===== src/rtl/serial_adder_decoder_if.sv =====
// Handshake and operand/result bundle for serial_adder_decoder.
// The sub signal exists only when SERIAL_ADDER_SUB_EN is defined.
interface serial_adder_decoder_if #(
  parameter int WIDTH = 8
);
  logic             start;
  logic [WIDTH-1:0] a;
  logic [WIDTH-1:0] b;
  logic             cin;
`ifdef SERIAL_ADDER_SUB_EN
  logic             sub;
`endif
  logic             busy;
  logic             done;
  logic [WIDTH-1:0] sum;
  logic             cout;
  logic             ovf;
  logic [7:0]       m;

  modport master (
`ifdef SERIAL_ADDER_SUB_EN
    output sub,
`endif
    output start, a, b, cin,
    input  busy, done, sum, cout, ovf, m
  );

  modport slave (
`ifdef SERIAL_ADDER_SUB_EN
    input  sub,
`endif
    input  start, a, b, cin,
    output busy, done, sum, cout, ovf, m
  );
endinterface


===== src/rtl/serial_adder_decoder.sv =====
// Bit-serial WIDTH-bit adder built around a 3:8 minterm decoder, one bit per cycle.
// Optional subtract mode is enabled by defining SERIAL_ADDER_SUB_EN.
module serial_adder_decoder #(
  parameter int WIDTH = 8
) (
  input  logic                  clk,
  input  logic                  rst_n,
  serial_adder_decoder_if.slave bus
);
  localparam int CW = $clog2(WIDTH);
  localparam logic [CW-1:0] CNT_LAST = CW'(WIDTH - 1);
  localparam logic [CW-1:0] CNT_MSB  = CW'(WIDTH - 2);

  typedef enum logic [1:0] {IDLE, RUN, DONE} state_e;

  state_e           state_q, state_d;
  logic [WIDTH-1:0] a_sh_q, a_sh_d;
  logic [WIDTH-1:0] b_sh_q, b_sh_d;
  logic [WIDTH-1:0] res_q, res_d;
  logic [WIDTH-1:0] sum_q, sum_d;
  logic [CW-1:0]    cnt_q, cnt_d;
  logic             carry_q, carry_d;
  logic             c_msb_q, c_msb_d;
  logic             cout_q, cout_d;
  logic             ovf_q, ovf_d;

  logic [7:0]       m_dec;
  logic             sum_bit;
  logic             carry_nxt;
  logic             accept;
  logic [WIDTH-1:0] b_load;
  logic             carry_load;
  logic [WIDTH-1:0] res_shifted;

  // Decoder index is {a bit, b bit, carry}; sum and carry are ORs of minterms.
  always_comb begin
    m_dec       = 8'b1 << {a_sh_q[0], b_sh_q[0], carry_q};
    sum_bit     = m_dec[1] | m_dec[2] | m_dec[4] | m_dec[7];
    carry_nxt   = m_dec[3] | m_dec[5] | m_dec[6] | m_dec[7];
    res_shifted = {sum_bit, res_q[WIDTH-1:1]};
    accept      = bus.start && ((state_q == IDLE) || (state_q == DONE));
  end

`ifdef SERIAL_ADDER_SUB_EN
  // Subtraction is a + ~b + 1, so the forced carry-in replaces cin.
  always_comb begin
    b_load     = bus.sub ? ~bus.b : bus.b;
    carry_load = bus.sub ? 1'b1 : bus.cin;
  end
`else
  always_comb begin
    b_load     = bus.b;
    carry_load = bus.cin;
  end
`endif

  always_ff @(posedge clk) begin
    if (!rst_n) begin
      state_q <= IDLE;
      a_sh_q  <= '0;
      b_sh_q  <= '0;
      res_q   <= '0;
      sum_q   <= '0;
      cnt_q   <= '0;
      carry_q <= 1'b0;
      c_msb_q <= 1'b0;
      cout_q  <= 1'b0;
      ovf_q   <= 1'b0;
    end else begin
      state_q <= state_d;
      a_sh_q  <= a_sh_d;
      b_sh_q  <= b_sh_d;
      res_q   <= res_d;
      sum_q   <= sum_d;
      cnt_q   <= cnt_d;
      carry_q <= carry_d;
      c_msb_q <= c_msb_d;
      cout_q  <= cout_d;
      ovf_q   <= ovf_d;
    end
  end

  always_comb begin
    state_d = state_q;
    unique case (state_q)
      IDLE:    if (bus.start) state_d = RUN;
      RUN:     if (cnt_q == CNT_LAST) state_d = DONE;
      DONE:    state_d = bus.start ? RUN : IDLE;
      default: state_d = IDLE;
    endcase
  end

  always_comb begin
    a_sh_d  = a_sh_q;
    b_sh_d  = b_sh_q;
    res_d   = res_q;
    sum_d   = sum_q;
    cnt_d   = cnt_q;
    carry_d = carry_q;
    c_msb_d = c_msb_q;
    cout_d  = cout_q;
    ovf_d   = ovf_q;
    if (accept) begin
      a_sh_d  = bus.a;
      b_sh_d  = b_load;
      carry_d = carry_load;
      cnt_d   = '0;
    end else if (state_q == RUN) begin
      a_sh_d  = a_sh_q >> 1;
      b_sh_d  = b_sh_q >> 1;
      res_d   = res_shifted;
      carry_d = carry_nxt;
      cnt_d   = cnt_q + 1'b1;
      if (cnt_q == CNT_MSB) c_msb_d = carry_nxt;
      // Published results change only here, so they hold through the next run.
      if (cnt_q == CNT_LAST) begin
        sum_d  = res_shifted;
        cout_d = carry_nxt;
        ovf_d  = c_msb_q ^ carry_nxt;
      end
    end
  end

  always_comb begin
    bus.busy = (state_q == RUN);
    bus.done = (state_q == DONE);
    bus.m    = (state_q == RUN) ? m_dec : 8'h00;
    bus.sum  = sum_q;
    bus.cout = cout_q;
    bus.ovf  = ovf_q;
  end
endmodule


===== src/flat_wrapper.sv =====
// flat-port wrapper written by rule: the top's interface ports become plain ports
module serial_adder_decoder_flat 
#(
  parameter int WIDTH = 8
)
  (clk, rst_n, bus_start, bus_a, bus_b, bus_cin, bus_busy, bus_done, bus_sum, bus_cout, bus_ovf, bus_m);
  serial_adder_decoder_if #(.WIDTH(WIDTH)) bus_i ();
  input  logic clk;
  input  logic rst_n;
  input wire logic [$bits(bus_i.start)-1:0] bus_start;
  input wire logic [$bits(bus_i.a)-1:0] bus_a;
  input wire logic [$bits(bus_i.b)-1:0] bus_b;
  input wire logic [$bits(bus_i.cin)-1:0] bus_cin;
  output wire logic [$bits(bus_i.busy)-1:0] bus_busy;
  output wire logic [$bits(bus_i.done)-1:0] bus_done;
  output wire logic [$bits(bus_i.sum)-1:0] bus_sum;
  output wire logic [$bits(bus_i.cout)-1:0] bus_cout;
  output wire logic [$bits(bus_i.ovf)-1:0] bus_ovf;
  output wire logic [$bits(bus_i.m)-1:0] bus_m;
  assign bus_i.start = bus_start;
  assign bus_i.a = bus_a;
  assign bus_i.b = bus_b;
  assign bus_i.cin = bus_cin;
  assign bus_busy = bus_i.busy;
  assign bus_done = bus_i.done;
  assign bus_sum = bus_i.sum;
  assign bus_cout = bus_i.cout;
  assign bus_ovf = bus_i.ovf;
  assign bus_m = bus_i.m;
  serial_adder_decoder #(.WIDTH(WIDTH)) u_core (.clk(clk), .rst_n(rst_n), .bus(bus_i));
endmodule

===== config.mk =====
export PLATFORM = sky130hd
export DESIGN_NAME = serial_adder_decoder_flat
export DESIGN_NICKNAME = d
export VERILOG_FILES = /design/src/rtl/serial_adder_decoder_if.sv /design/src/rtl/serial_adder_decoder.sv /design/src/flat_wrapper.sv
export SDC_FILE = /design/constraint.sdc
export NUM_CORES = 1
export LEC_CHECK = 0
export ABC_CLOCK_PERIOD_IN_PS = 1800
export CAP_MARGIN = 20
export CORE_MARGIN = 4
export CORE_UTILIZATION = 30
export CTS_CLUSTER_SIZE = 20
export DETAILED_ROUTE_END_ITERATION = 6
export PLACE_DENSITY = 0.61
export SYNTH_ARGS = -nofsm -noshare
export SYNTH_HDL_FRONTEND = slang
export SYNTH_SLANG_ARGS = --single-unit

===== constraint.sdc =====
create_clock -name clk -period 1.8 [get_ports clk]
set_input_delay 0.27 -clock clk [delete_from_list [all_inputs] [get_ports clk]]
set_output_delay 0.27 -clock clk [all_outputs]
set_load 0.005 [all_outputs]

* Word level (Yosys, flattened, before mapping)
Cells that the tools add are included.
** Word-level totals
- Bits in registers :: 41
- Output and inout bits :: 20
- Logic and storage cells :: 47
- Input bits :: 20
** Cells by class
- Bitwise logic cells :: 9
- Reductions and logical operators :: 9
- Add/subtract/negate cells :: 1
- Shift-type cells :: 1
- Eq/ne operators :: 6
- Multiplexer cells :: 11
** Operators with widths (count)
- $mux W8 :: 5
- $shl A1 B3 Y8 const A :: 1
- $eq A3 B3 Y1 const B :: 2
- $or A1 B1 Y1 :: 6
- $pmux W2 S3 :: 1
- $reduce_and A3 Y1 :: 2
- $mux W2 :: 2
- $reduce_and A2 Y1 :: 2
- $add A3 B1 Y3 const B :: 1
- $mux W1 :: 3
- $eq A2 B1 Y1 const B :: 1
- $eq A2 B2 Y1 const B :: 1
- $logic_not A2 Y1 :: 1
- $ne A2 B1 Y1 const B :: 1
- $ne A2 B2 Y1 const B :: 1
- $not A1 Y1 :: 2
- $reduce_bool A2 Y1 :: 1
- $reduce_or A2 Y1 :: 1
- $logic_and A1 B1 Y1 :: 1
- $logic_or A1 B1 Y1 :: 1
- $xor A1 B1 Y1 :: 1

* Longest topological paths before layout
- Depth after elaboration :: 6
- Mapped depth :: 6
- Gate-level depth less buffers :: 5

* Worst setup path after synthesis
Ideal clock, no wire load.
- Path kind :: reg2reg
- From :: reg u_core.cnt_q[0]
- To :: reg u_core.ovf_q (netlist: u_core.bus.ovf)
- Path buffers :: 1
- Clock period less this slack :: 1.333 ns
- Cell stages (with the launch flop) :: 6
- Library setup time :: 0.116 ns
- Path slack :: 0.467 ns
- Arrival :: 1.217 ns
- Cells stage by stage :: dfxtp_1 ha_1 ha_1 and3b_1 buf_2 o211a_1
** Between the ends
- Longest elaborated chain between the ends :: 2
** RTL lines
- start: declaration :: RTL line serial_adder_decoder.sv:21 : logic [CW-1:0] cnt_q, cnt_d;
- start signal: assignment :: RTL line serial_adder_decoder.sv:75 : cnt_q <= cnt_d;
- $eq A3 B3 Y1 :: RTL line serial_adder_decoder.sv:116 : if (cnt_q == CNT_LAST) begin
- $reduce_and A3 Y1 (no source line)
- end signal: assignment :: RTL line serial_adder_decoder.sv:79 : ovf_q <= ovf_d;
- end: declaration :: RTL line serial_adder_decoder.sv:25 : logic ovf_q, ovf_d;
Every way passes these cells.
A chain may end at the register's enable or synchronous reset.

* Worst setup path after layout
- From :: reg u_core.state_q[1]
- To :: out bus_busy
** Between the ends
- Longest elaborated chain between the ends :: 1
** RTL lines
- start: declaration :: RTL line serial_adder_decoder.sv:16 : state_e state_q, state_d;
- start signal: assignment :: RTL line serial_adder_decoder.sv:70 : state_q <= state_d;
- $eq A2 B1 Y1 :: RTL line serial_adder_decoder.sv:125 : bus.busy = (state_q == RUN);
- end: declaration :: RTL line flat_wrapper.sv:14 : output wire logic [$bits(bus_i.busy)-1:0] bus_busy;
Every way passes these cells.

==> reports/summary.txt <==
CP Capture Type - primary output
CTS tree - built
post-synthesis register bit count - 40
Die ar. - 6950 um2
sequential area share after synthesis - 47.0%
Synth Warn # - 0
post-route setup TNS - 0 ns
vias in the first global route - 1421
Hold Fails Final Rpt - 0
Period Utilization, post-route - 92.8%
delay-heaviest family, CP - buffers and inverters
DRC viols - 0
Post CTS Setup Buffer Count - 0
Critical Path RT - 1.53 ns
slowest cell on the critical path - clkdlybuf4s50_1
Worst Setup SP - u_core.state_q[1]
worst r2r src - u_core.cnt_q[0]
worst-skew pair later-pin latency - 0.29 ns
pwr dens - 779 nW/um2
Place WS - 0.132 ns
initial cell density of the core - 30.9%
total track usage - 11.1%
Finished Layout Cells - 325
Max Freq - 599 MHz
WL final - 3710 um
WL/cell - 11.4 um
CP arrival - 1.40 ns
die height - 83.4 um
Hold-fix buffers, CTS - 0
Clock Skew - 0.00410 ns
min-delay src - u_core.a_sh_q[7]
RSZ-0062 raised after global routing - false
Sink Count - 40
crit path kind - reg2out
final worst setup slack - 0.130 ns
Mapped Area - 1700 um2
VDD IR max - 0.368 mV
row count - 27
total gr overflow - 0
Max-slew headroom - 70.3%
Cells after Synth - 208
setup violators final - 0
first-pass GRT wire length - 6380 um
Reg clk slew, reported paths - 0.07 ns
syn avg cell area - 8.19 um2
Tmin final - 1.67 ns
class of the tightest hold or removal check - reg2reg
Max-Cap Viols - 0
Slowest Stage Delay on Critical Path - 0.53 ns
area delta synth->final - 35.5%
DRT antenna net count - 0
first-pass detailed-route iteration total - 5
CTS max path bufs - 2
largest net degree at the start of global routing - 28
Root Buffer - clkbuf_8
outcome - finished clean
DR vias - 1511
leak pwr - 0.880 nW
antenna violations before repair - 0
count of cell types in the netlist - 29
CP startpoint kind - flip-flop
Chip Width - 83.4 um
htree depth - 2
share of cells above drive strength 1 - 9.49%
cell chain of the critical path - nand2b_4 -> inv_2 -> clkdlybuf4s50_1
Slew Viols, Final - 0
clock buffer count from CTS - 5
Buf/Inv on CP - 2
ANT cells - 0
Tot Pwr - 1.80 mW
Core Util, Final - 41.9%
Syn Nets - 232
area of the core - 5510 um2
GPL Wtd Cong - 0.770
detailed placer's ending HPWL - 2710 um
number of port buffers - 39
Iter 0 DRT Violations - 36
# IOs - 40
post-DR vias/cell - 4.65
placed cells - 317
Nets - 276
Slew @ Worst Pin - 0.445 ns
crit path max fanout - 5
worst register-to-register path, delay by kind of cell, from the launching register on:
family,cells,cell delay [ns]
DFF,1,0.37
and+or+nand+nor,2,0.55
adders and majority gates,2,0.34
AOI/OAI and AO/OA,1,0.17
worst paths after layout:
kind / endpoint / slack, ns / cells after the start
worst max register to register: u_core.bus.sum[1] / 0.29 / 5
worst min-delay path: u_core.a_sh_q[7] / 0.45 / 2
worst min register to register: u_core.a_sh_q[7] / 0.45 / 2
worst max-delay path: bus_busy / 0.13 / 3
sequential cells by signal, summed over array words and instances (netlist names):
register	count
u_core.a_sh_q	8
u_core.bus.cout	1
u_core.bus.ovf	1
u_core.res_q	7
u_core.c_msb_q	1
u_core.bus.sum	8
u_core.carry_q	1
u_core.state_q	2
u_core.b_sh_q	8
u_core.cnt_q	3
placed cells by master (no fill, tap or decap), types with 2 or more instances in the layout:
master,count
a22oi_1,3
nor2b_1,2
a21boi_1,6
dlymetal6s2s_1,2
clkdlybuf4s50_1,30
dfxtp_2,2
dlygate4sd2_1,7
buf_4,12
ha_1,3
nand2b_1,3
nand2_1,66
nor3_1,4
a21oi_1,2
clkbuf_8,6
clkbuf_1,2
nand3_1,4
and2_1,2
a21boi_0,15
nor2_1,5
a31oi_1,12
xnor2_1,2
o21ai_0,14
dfxtp_1,38
layout make-up:
cell class	count	area [um2]
clock buffers	8	90.1
fillers	566	3200
inverters	2	7.51
multi-input cells	152	842
flip-flops and latches	40	803
well taps	72	90.1
repair buffers	51	477
cells by family after synthesis:
kind of cell,count (synthesis),share of synthesized area [%]
AO/OA/AOI/OAI,54,20.7
XOR/XNOR,2,1.03
adder cells (fa/ha/maj),4,3.38
buffers and inverters,16,4.92
flip-flops,40,47.0
AND/OR/NAND/NOR,92,23.0
metal layers:
metal | share of wire, % | GRT usage (%) | vias up
met1 | 46 | 13.0 | 687
li1 | - | - | 787
met5 | 0 | 0 | -
met4 | 0.86 | 3.57 | 0
met3 | 6.3 | 3.87 | 3
met2 | 46 | 19.0 | 34
stage by stage:
stage	cell area, um2	hold slack [ns]
floorplan	1700	0.402
global placement	2200	0.441
detailed placement	2200	0.445
CTS	2290	0.456
global route	2310	0.484
finish	2310	0.452
report_power, final:
part           total, mW  internal [mW]  switching (mW)
Sequential         0.957          0.925          0.0320
Clock              0.609          0.313           0.297
Combinational      0.233          0.120           0.114
Total               1.80           1.36           0.442
Yosys cell counts:
master | count | area [um2]
and2_1 | 2 | 12.5
buf_2 | 7 | 35.0
nor4_1 | 1 | 6.26
and3b_1 | 1 | 8.76
inv_1 | 1 | 3.75
a22oi_1 | 3 | 22.5
ha_1 | 3 | 37.5
nand2b_2 | 1 | 8.76
nor2b_1 | 2 | 12.5
nand3b_1 | 1 | 7.51
a21oi_1 | 2 | 10.0
a31oi_1 | 12 | 75.1
nor3_1 | 4 | 20.0
a21boi_0 | 15 | 113
o21ai_0 | 14 | 70.1
xnor2_1 | 2 | 17.5
fa_1 | 1 | 20.0
nor2_1 | 5 | 18.8
o211a_1 | 1 | 10.0
nand2_1 | 67 | 251
dfxtp_1 | 40 | 801
nand2b_1 | 3 | 18.8
nand3_1 | 4 | 20.0
inv_2 | 1 | 3.75
nand4_1 | 1 | 6.26
clkbuf_1 | 5 | 18.8
a211oi_1 | 1 | 7.51
a21boi_1 | 6 | 45.0
buf_6 | 2 | 22.5
timing repair:
item / in CTS / in global routing
pin swaps: 2 / 0
endpoints found under the setup margin: 8 / 2
gates resized for setup: 11 / 4
(Power assumes the default switching activity.)
